**src/rtl/game_controller_if.sv**
```systemverilog
// Signal bundle between the game sequencer and its environment (buttons,
// frame timing in; positions, scores and match state out to the video encoder).
interface game_controller_if;
  logic        frame_tick;
  logic        serve;
  logic        l_up;
  logic        l_down;
  logic        r_up;
  logic        r_down;
  logic        bat_size;
  logic [1:0]  mode;
  logic [10:0] ball_x;
  logic [10:0] ball_y;
  logic [10:0] bat_l_y;
  logic [10:0] bat_r_y;
  logic [5:0]  score_l;
  logic [5:0]  score_r;
  logic [1:0]  game_state;
  logic        update_done;

  modport master (
    output frame_tick, serve, l_up, l_down, r_up, r_down, bat_size, mode,
    input  ball_x, ball_y, bat_l_y, bat_r_y, score_l, score_r, game_state, update_done
  );

  modport slave (
    input  frame_tick, serve, l_up, l_down, r_up, r_down, bat_size, mode,
    output ball_x, ball_y, bat_l_y, bat_r_y, score_l, score_r, game_state, update_done
  );
endinterface

```
**src/rtl/game_controller.sv**
```systemverilog
// Per-frame ball-and-paddle sequencer: on each frame_tick it moves the bats,
// then the ball, then resolves points and match state, all registered.
module game_controller #(
  parameter int H_ACTIVE     = 800,
  parameter int V_ACTIVE     = 600,
  parameter int BALL_SIZE    = 8,
  parameter int BAT_W        = 8,
  parameter int BAT_H_SMALL  = 40,
  parameter int BAT_H_LARGE  = 80,
  parameter int BAT_L_X      = 16,
  parameter int BAT_R_X      = 776,
  parameter int BAT_SPEED    = 4,
  parameter int BALL_SPEED   = 2,
  parameter int WIN_SCORE    = 9,
  parameter int PAUSE_FRAMES = 60
) (
  input logic clk,
  input logic rst,
  game_controller_if.slave bus
);

  localparam int PW = (PAUSE_FRAMES > 1) ? $clog2(PAUSE_FRAMES) : 1;

  localparam logic [10:0] BX0  = 11'((H_ACTIVE - BALL_SIZE) / 2);
  localparam logic [10:0] BY0  = 11'((V_ACTIVE - BALL_SIZE) / 2);
  localparam logic [10:0] BAT0 = 11'((V_ACTIVE - BAT_H_SMALL) / 2);

  localparam logic [11:0] VA    = 12'(V_ACTIVE);
  localparam logic [11:0] BSZ   = 12'(BALL_SIZE);
  localparam logic [11:0] HBSZ  = 12'(BALL_SIZE / 2);
  localparam logic [11:0] BH_S  = 12'(BAT_H_SMALL);
  localparam logic [11:0] BH_L  = 12'(BAT_H_LARGE);
  localparam logic [11:0] BSPD  = 12'(BAT_SPEED);
  localparam logic [11:0] SPD1  = 12'(BALL_SPEED);
  localparam logic [11:0] SPD2  = 12'(2 * BALL_SPEED);
  localparam logic [11:0] LFACE = 12'(BAT_L_X + BAT_W);
  localparam logic [11:0] RFACE = 12'(BAT_R_X);
  localparam logic [11:0] XMAX  = 12'(H_ACTIVE - BALL_SIZE);
  localparam logic [11:0] YMAX  = 12'(V_ACTIVE - BALL_SIZE);

  typedef enum logic [1:0] {S_WAIT, S_BATS, S_BALL, S_RESOLVE} seq_e;
  typedef enum logic [1:0] {G_IDLE = 2'd0, G_PLAY = 2'd1, G_SCORED = 2'd2, G_OVER = 2'd3} game_e;

  seq_e        seq_q, seq_d;
  game_e       game_q, game_d;
  logic [10:0] ball_x_q, ball_x_d, ball_y_q, ball_y_d;
  logic [10:0] bat_l_q, bat_l_d, bat_r_q, bat_r_d;
  logic [5:0]  score_l_q, score_l_d, score_r_q, score_r_d;
  logic        dx_q, dx_d, dy_q, dy_d;
  logic [PW-1:0] pause_q, pause_d;
  logic        miss_l_q, miss_l_d, miss_r_q, miss_r_d;
  logic        done_q, done_d;

  logic [11:0] bh, bat_lim, spd, bx, by, bl, br, half_bh, by_c, cpu_tgt;
  logic        cpu_up, cpu_dn, r_up_eff, r_dn_eff, ovl, ovr;
  logic [5:0]  sl_n, sr_n;
  logic [PW-1:0] pause_n;

  function automatic logic [11:0] bat_step(logic [11:0] y, logic up, logic dn,
                                           logic [11:0] lim);
    logic [11:0] n;
    n = y;
    if (up && !dn)      n = (y < BSPD) ? 12'd0 : y - BSPD;
    else if (dn && !up) n = y + BSPD;
    // clamp even when idle so a bat_size increase pulls the bat back in
    return (n > lim) ? lim : n;
  endfunction

  assign bh      = bus.bat_size ? BH_L : BH_S;
  assign bat_lim = VA - bh;
  assign spd     = bus.mode[0] ? SPD2 : SPD1;
  assign bx      = {1'b0, ball_x_q};
  assign by      = {1'b0, ball_y_q};
  assign bl      = {1'b0, bat_l_q};
  assign br      = {1'b0, bat_r_q};

  // CPU aims the bat centre at the ball centre, saturating the target at 0
  assign half_bh  = bh >> 1;
  assign by_c     = by + HBSZ;
  assign cpu_tgt  = (by_c < half_bh) ? 12'd0 : by_c - half_bh;
  assign cpu_up   = (br > cpu_tgt) && ((br - cpu_tgt) > BSPD);
  assign cpu_dn   = (cpu_tgt > br) && ((cpu_tgt - br) > BSPD);
  assign r_up_eff = bus.mode[1] ? cpu_up : bus.r_up;
  assign r_dn_eff = bus.mode[1] ? cpu_dn : bus.r_down;

  // pre-move ball_y against bats already updated this frame
  assign ovl = ((by + BSZ) > bl) && (by < (bl + bh));
  assign ovr = ((by + BSZ) > br) && (by < (br + bh));

  assign sl_n    = (miss_r_q && score_l_q != 6'h3F) ? score_l_q + 6'd1 : score_l_q;
  assign sr_n    = (miss_l_q && score_r_q != 6'h3F) ? score_r_q + 6'd1 : score_r_q;
  assign pause_n = pause_q + PW'(1);

  always_comb begin
    seq_d     = seq_q;
    game_d    = game_q;
    ball_x_d  = ball_x_q;
    ball_y_d  = ball_y_q;
    bat_l_d   = bat_l_q;
    bat_r_d   = bat_r_q;
    score_l_d = score_l_q;
    score_r_d = score_r_q;
    dx_d      = dx_q;
    dy_d      = dy_q;
    pause_d   = pause_q;
    miss_l_d  = miss_l_q;
    miss_r_d  = miss_r_q;
    done_d    = 1'b0;

    unique case (seq_q)
      S_WAIT: if (bus.frame_tick) seq_d = S_BATS;

      S_BATS: begin
        bat_l_d = 11'(bat_step(bl, bus.l_up, bus.l_down, bat_lim));
        bat_r_d = 11'(bat_step(br, r_up_eff, r_dn_eff, bat_lim));
        seq_d   = S_BALL;
      end

      S_BALL: begin
        seq_d    = S_RESOLVE;
        miss_l_d = 1'b0;
        miss_r_d = 1'b0;
        if (game_q == G_PLAY) begin
          if (!dy_q) begin
            if (by < spd) begin ball_y_d = '0; dy_d = 1'b1; end
            else ball_y_d = 11'(by - spd);
          end else begin
            if ((by + spd) > YMAX) begin ball_y_d = 11'(YMAX); dy_d = 1'b0; end
            else ball_y_d = 11'(by + spd);
          end

          if (!dx_q) begin
            if (bx >= LFACE && (bx - spd) < LFACE && ovl) begin
              ball_x_d = 11'(LFACE);
              dx_d     = 1'b1;
            end else if (bx < spd) miss_l_d = 1'b1;
            else ball_x_d = 11'(bx - spd);
          end else begin
            if ((bx + BSZ) <= RFACE && (bx + BSZ + spd) > RFACE && ovr) begin
              ball_x_d = 11'(RFACE - BSZ);
              dx_d     = 1'b0;
            end else if ((bx + spd) > XMAX) miss_r_d = 1'b1;
            else ball_x_d = 11'(bx + spd);
          end
        end
      end

      S_RESOLVE: begin
        seq_d    = S_WAIT;
        done_d   = 1'b1;
        miss_l_d = 1'b0;
        miss_r_d = 1'b0;
        if (game_q == G_PLAY && (miss_l_q || miss_r_q)) begin
          score_l_d = sl_n;
          score_r_d = sr_n;
          if (sl_n == 6'(WIN_SCORE) || sr_n == 6'(WIN_SCORE)) begin
            game_d = G_OVER;
          end else begin
            game_d   = G_SCORED;
            pause_d  = '0;
            ball_x_d = BX0;
            ball_y_d = BY0;
            dx_d     = miss_r_q;  // serve toward whoever conceded
            dy_d     = 1'b1;
          end
        end else begin
          unique case (game_q)
            G_IDLE: if (bus.serve) begin
              game_d = G_PLAY;
              dx_d   = 1'b1;
              dy_d   = 1'b1;
            end
            G_SCORED: begin
              pause_d = pause_n;
              if (pause_n == PW'(PAUSE_FRAMES - 1)) game_d = G_PLAY;
            end
            G_OVER: if (bus.serve) begin
              score_l_d = '0;
              score_r_d = '0;
              ball_x_d  = BX0;
              ball_y_d  = BY0;
              game_d    = G_IDLE;
            end
            default: ;
          endcase
        end
      end

      default: seq_d = S_WAIT;
    endcase
  end

  always_ff @(posedge clk) begin
    if (rst) begin
      seq_q     <= S_WAIT;
      game_q    <= G_IDLE;
      ball_x_q  <= BX0;
      ball_y_q  <= BY0;
      bat_l_q   <= BAT0;
      bat_r_q   <= BAT0;
      score_l_q <= '0;
      score_r_q <= '0;
      dx_q      <= 1'b1;
      dy_q      <= 1'b1;
      pause_q   <= '0;
      miss_l_q  <= 1'b0;
      miss_r_q  <= 1'b0;
      done_q    <= 1'b0;
    end else begin
      seq_q     <= seq_d;
      game_q    <= game_d;
      ball_x_q  <= ball_x_d;
      ball_y_q  <= ball_y_d;
      bat_l_q   <= bat_l_d;
      bat_r_q   <= bat_r_d;
      score_l_q <= score_l_d;
      score_r_q <= score_r_d;
      dx_q      <= dx_d;
      dy_q      <= dy_d;
      pause_q   <= pause_d;
      miss_l_q  <= miss_l_d;
      miss_r_q  <= miss_r_d;
      done_q    <= done_d;
    end
  end

  assign bus.ball_x      = ball_x_q;
  assign bus.ball_y      = ball_y_q;
  assign bus.bat_l_y     = bat_l_q;
  assign bus.bat_r_y     = bat_r_q;
  assign bus.score_l     = score_l_q;
  assign bus.score_r     = score_r_q;
  assign bus.game_state  = game_q;
  assign bus.update_done = done_q;

endmodule

```
**src/flat_wrapper.sv**
```systemverilog
// flat-port wrapper written by rule: the top's interface ports become plain ports
module game_controller_flat 
#(
  parameter int H_ACTIVE     = 800,
  parameter int V_ACTIVE     = 600,
  parameter int BALL_SIZE    = 8,
  parameter int BAT_W        = 8,
  parameter int BAT_H_SMALL  = 40,
  parameter int BAT_H_LARGE  = 80,
  parameter int BAT_L_X      = 16,
  parameter int BAT_R_X      = 776,
  parameter int BAT_SPEED    = 4,
  parameter int BALL_SPEED   = 2,
  parameter int WIN_SCORE    = 9,
  parameter int PAUSE_FRAMES = 60
)
  (clk, rst, bus_frame_tick, bus_serve, bus_l_up, bus_l_down, bus_r_up, bus_r_down, bus_bat_size, bus_mode, bus_ball_x, bus_ball_y, bus_bat_l_y, bus_bat_r_y, bus_score_l, bus_score_r, bus_game_state, bus_update_done);
  game_controller_if bus_i ();
  input logic clk;
  input logic rst;
  input wire logic [$bits(bus_i.frame_tick)-1:0] bus_frame_tick;
  input wire logic [$bits(bus_i.serve)-1:0] bus_serve;
  input wire logic [$bits(bus_i.l_up)-1:0] bus_l_up;
  input wire logic [$bits(bus_i.l_down)-1:0] bus_l_down;
  input wire logic [$bits(bus_i.r_up)-1:0] bus_r_up;
  input wire logic [$bits(bus_i.r_down)-1:0] bus_r_down;
  input wire logic [$bits(bus_i.bat_size)-1:0] bus_bat_size;
  input wire logic [$bits(bus_i.mode)-1:0] bus_mode;
  output wire logic [$bits(bus_i.ball_x)-1:0] bus_ball_x;
  output wire logic [$bits(bus_i.ball_y)-1:0] bus_ball_y;
  output wire logic [$bits(bus_i.bat_l_y)-1:0] bus_bat_l_y;
  output wire logic [$bits(bus_i.bat_r_y)-1:0] bus_bat_r_y;
  output wire logic [$bits(bus_i.score_l)-1:0] bus_score_l;
  output wire logic [$bits(bus_i.score_r)-1:0] bus_score_r;
  output wire logic [$bits(bus_i.game_state)-1:0] bus_game_state;
  output wire logic [$bits(bus_i.update_done)-1:0] bus_update_done;
  assign bus_i.frame_tick = bus_frame_tick;
  assign bus_i.serve = bus_serve;
  assign bus_i.l_up = bus_l_up;
  assign bus_i.l_down = bus_l_down;
  assign bus_i.r_up = bus_r_up;
  assign bus_i.r_down = bus_r_down;
  assign bus_i.bat_size = bus_bat_size;
  assign bus_i.mode = bus_mode;
  assign bus_ball_x = bus_i.ball_x;
  assign bus_ball_y = bus_i.ball_y;
  assign bus_bat_l_y = bus_i.bat_l_y;
  assign bus_bat_r_y = bus_i.bat_r_y;
  assign bus_score_l = bus_i.score_l;
  assign bus_score_r = bus_i.score_r;
  assign bus_game_state = bus_i.game_state;
  assign bus_update_done = bus_i.update_done;
  game_controller #(.H_ACTIVE(H_ACTIVE), .V_ACTIVE(V_ACTIVE), .BALL_SIZE(BALL_SIZE), .BAT_W(BAT_W), .BAT_H_SMALL(BAT_H_SMALL), .BAT_H_LARGE(BAT_H_LARGE), .BAT_L_X(BAT_L_X), .BAT_R_X(BAT_R_X), .BAT_SPEED(BAT_SPEED), .BALL_SPEED(BALL_SPEED), .WIN_SCORE(WIN_SCORE), .PAUSE_FRAMES(PAUSE_FRAMES)) u_core (.clk(clk), .rst(rst), .bus(bus_i));
endmodule
```
**config.mk**
```make
export PLATFORM = sky130hd
export DESIGN_NAME = game_controller_flat
export DESIGN_NICKNAME = d
export VERILOG_FILES = /design/src/rtl/game_controller_if.sv /design/src/rtl/game_controller.sv /design/src/flat_wrapper.sv
export SDC_FILE = /design/constraint.sdc
export NUM_CORES = 1
export LEC_CHECK = 0
export CAP_MARGIN = 5
export CORE_MARGIN = 4
export CORE_UTILIZATION = 58
export DETAILED_ROUTE_END_ITERATION = 8
export DONT_BUFFER_PORTS = 1
export GPL_ROUTABILITY_DRIVEN = 0
export PLACE_DENSITY_LB_ADDON = 0.05
export SLEW_MARGIN = 20
export SYNTH_ARGS = -nofsm -noshare
export SYNTH_HDL_FRONTEND = slang
export SYNTH_SLANG_ARGS = --single-unit
```
**constraint.sdc**
```tcl
create_clock -name clk -period 7.5 [get_ports clk]
set_input_delay 1.5 -clock clk [delete_from_list [all_inputs] [get_ports clk]]
set_output_delay 1.5 -clock clk [all_outputs]
set_load 0.02 [all_outputs]
```
==> metrics.txt <==
CP top delay family compound AO/OA/AOI/OAI gates; Final Util 0.685; initial core utilization 0.600; DRC Markers 0; PD cells 300 nW/um^2; part of the cycle the worst path needs 0.970; layout cells sized above 1 0.131; vias per cell 6.46; antenna-violating nets left 0; hold depth 2; clock slew at reported path FFs 60 ps; root buffer cell clkbuf_16; FF-to-FF Start u_core.bus.ball_y[4]$_SDFFE_PP0P_; leading post-synthesis cells by cell area dfxtp_1 15%, ha_1 14%, a21oi_1 4.6%, nor2_1 4.6%, o21ai_0 4.2%; CP peak stage delay 510 ps; Layout Cells excl Fill 1535; R2R Path End u_core.bus.bat_r_y[1]$_SDFFE_PP0N_; Yosys reg bits 69; crit path DAT 7530 ps; # IOs 70; Most Used Layer, Global Route met2; Inst Count DP 1517; grt met2 use 0.517; initial antenna violation count 0; Max Clock Freq 137 MHz; Yosys top cell area share 0.150; total of max-cap violations 0; total power 3.16 mW; Starting DRT DRC Count 1156; clk sinks 69; CP Data Required Time 7750 ps; critical path type input port to flop; Placement Rows 45; first-pass detailed-route iteration total 5; Clock Latency Late Sink 350 ps; average size of a mapped cell 7.27 um^2; overall global routing resource usage 0.306; depth of the worst register-to-register path 31; met1 Use GR 0.398; Setup crit start kind input port; Adder-Cell Fraction of Synth Area 0.160; Reg2Reg Setup Slack 650 ps; IO Port Bufs 0; routed len/inst 18.6 um; min-delay src u_core.pause_q[5]$_SDFFE_PP0P_; post-synthesis compound-gate area fraction 0.303; Critical path origin bus_bat_size; pin count of the biggest net entering global routing 65; Synth area leader dfxtp_1; cells after synthesis 1268; worst slew pin tran 1210 ps; number of synthesized flops with an enable pin 0; commonest cells in the netlist 112 x nor2_1, 105 x ha_1, 99 x nand2_1, 85 x a21oi_1, 83 x inv_1; status complete, no violations; cell with the most instances after synthesis nor2_1; synth unique cells 86; clock skew 11.3 ps; Final TNS setup 0 ps; sequential area share after synthesis 0.150; Pleak 4.29 nW; met3 Track Usage GR 0.0521; Setup violations, final 0; core area 15400 um^2; Post-Synth XOR/XNOR Area 0.0597; Die Ht 134 um; critical path's slowest cell or4_4; crit end category flop; Chip Width 134 um; CTS tree yes; ANT cells 0; total number of vias 9915; Primary FF master, synth dfxtp_1; nets 1443; fin. max-slew vios 0; Worst Hold End u_core.pause_q[5]$_SDFFE_PP0P_; Overflow after GRT 0; Routed WL 28500 um; FFs w/ async S/R, synth 0; H-tree Lvls 3; vias in the first global route 9081; first-pass GRT wire length 45700 um; Synth Warn # 0; post-synthesis mux area share 0.0130; largest fanout on the critical path 16; fin crit period 7280 ps; HPWL Detailed 21600 um; Synth Area in Simple Gates 0.250; Hold Buf Count CTS 0; Worst slew margin 0.188; VDD IR max 0.000142 V; largest family of logic cells by synthesized area compound AO/OA/AOI/OAI gates; Post-Synthesis Cell Area 9220 um^2; Total Die Area 18000 um^2; worst hold slack 505 ps; Max clock buf depth 2; Area Overhead vs Synth 14.2%; worst hold path class flop to flop; WP buf/inv 5; Final Hold Fails 0; CTS Buf Count 9
[metrics by stage]
stage | area, um^2 | worst slack, ps
2_1_floorplan | 9230 | 52.4
3_3_place_gp | 9950 | -117
3_5_place_dp | 9950 | -365
4_1_cts | 10300 | 28.6
5_1_grt | 10500 | -80.4
6_report | 10500 | 224
[tightest hold or removal path, cell delays in order, from the launching register on]
cell	delay, ps
dfxtp_1	330
o21ai_0	80
a21oi_1	60
[routing by layer]
metal / share of wire / up-vias
met1: 0.44 / 4585
met5: 0 / -
met3: 0.070 / 90
met4: 0.030 / 0
li1: - / 4827
met2: 0.46 / 413
[registers in the layout, summed over array words and instances (netlist names), 2 cells and up]
signal                 flops
u_core.bus.ball_y         10
u_core.bus.score_r         6
u_core.pause_q             6
u_core.bus.bat_l_y        11
u_core.bus.ball_x         10
u_core.seq_q               2
u_core.bus.bat_r_y        11
u_core.bus.game_state      2
u_core.bus.score_l         6
[worst max path at each step]
stage / to / cells after the start
after detailed placement: u_core.bus.bat_r_y[1]$_SDFFE_PP0N_ / 30
after floorplan: u_core.bus.bat_r_y[5]$_SDFFE_PP0N_ / 28
final: u_core.bus.bat_r_y[1]$_SDFFE_PP0N_ / 28
after global placement: u_core.bus.bat_r_y[1]$_SDFFE_PP0N_ / 30
after global routing: u_core.bus.bat_r_y[1]$_SDFFE_PP0N_ / 28
after CTS: u_core.bus.bat_r_y[1]$_SDFFE_PP0N_ / 30
[cells in the final DEF (no fill, tap or decap), drive strengths merged, types with 12 or more instances in the layout]
| cell type | synthesis | final |
|---|---|---|
| ha | 105 | 105 |
| nor2 | 112 | 112 |
| nor4 | 16 | 16 |
| and3 | 16 | 16 |
| nand2b | 14 | 14 |
| a21o | 27 | 27 |
| nand4 | 17 | 17 |
| nor2b | 25 | 25 |
| or3 | 14 | 14 |
| a21oi | 88 | 88 |
| buf | 15 | 99 |
| a31oi | 19 | 19 |
| mux2i | 12 | 12 |
| and2 | 16 | 16 |
| xor2 | 22 | 22 |
| nand2 | 100 | 100 |
| o21ai | 79 | 79 |
| dfxtp | 69 | 69 |
| nand3 | 45 | 45 |
| a311oi | 12 | 12 |
| a211oi | 25 | 25 |
| nor3 | 49 | 49 |
| xnor2 | 40 | 40 |
| inv | 83 | 87 |
| o211ai | 17 | 17 |
[cells by family (layout without fill, tap and decap cells)]
kind of cell,count (synthesis),after routing
DFF,69,69
muxes,12,12
AOI/OAI and AO/OA,405,405
buffers and inverters,145,199
adders and majority gates,113,113
xor gates and xnor gates,62,62
other,2,4
and+or+nand+nor,460,460
[final cells by class]
| class | instances | area (um^2) |
|---|---|---|
| multi-input cells | 1056 | 7490 |
| repair buffers | 99 | 743 |
| well taps | 211 | 264 |
| inverters | 84 | 315 |
| flip-flops and latches | 69 | 1380 |
| fillers | 1319 | 4840 |
| clock inverters | 7 | 105 |
| clock buffers | 9 | 225 |
[timing repair]
action	CTS	global route
setup endpoints to repair	1	8
buffers inserted	0	2
resized for setup	1	41
pin swaps	0	11
[report_power, final]
| group | internal [mW] | leakage (nW) | switching [mW] |
|---|---|---|---|
| combinational | 0.948 | 3.58 | 1.18 |
| sequential | 0.406 | 0.559 | 0.141 |
| clock | 0.297 | 0.159 | 0.187 |
| total | 1.65 | 4.29 | 1.51 |
Note: power is estimated with default switching activity, not from simulation.
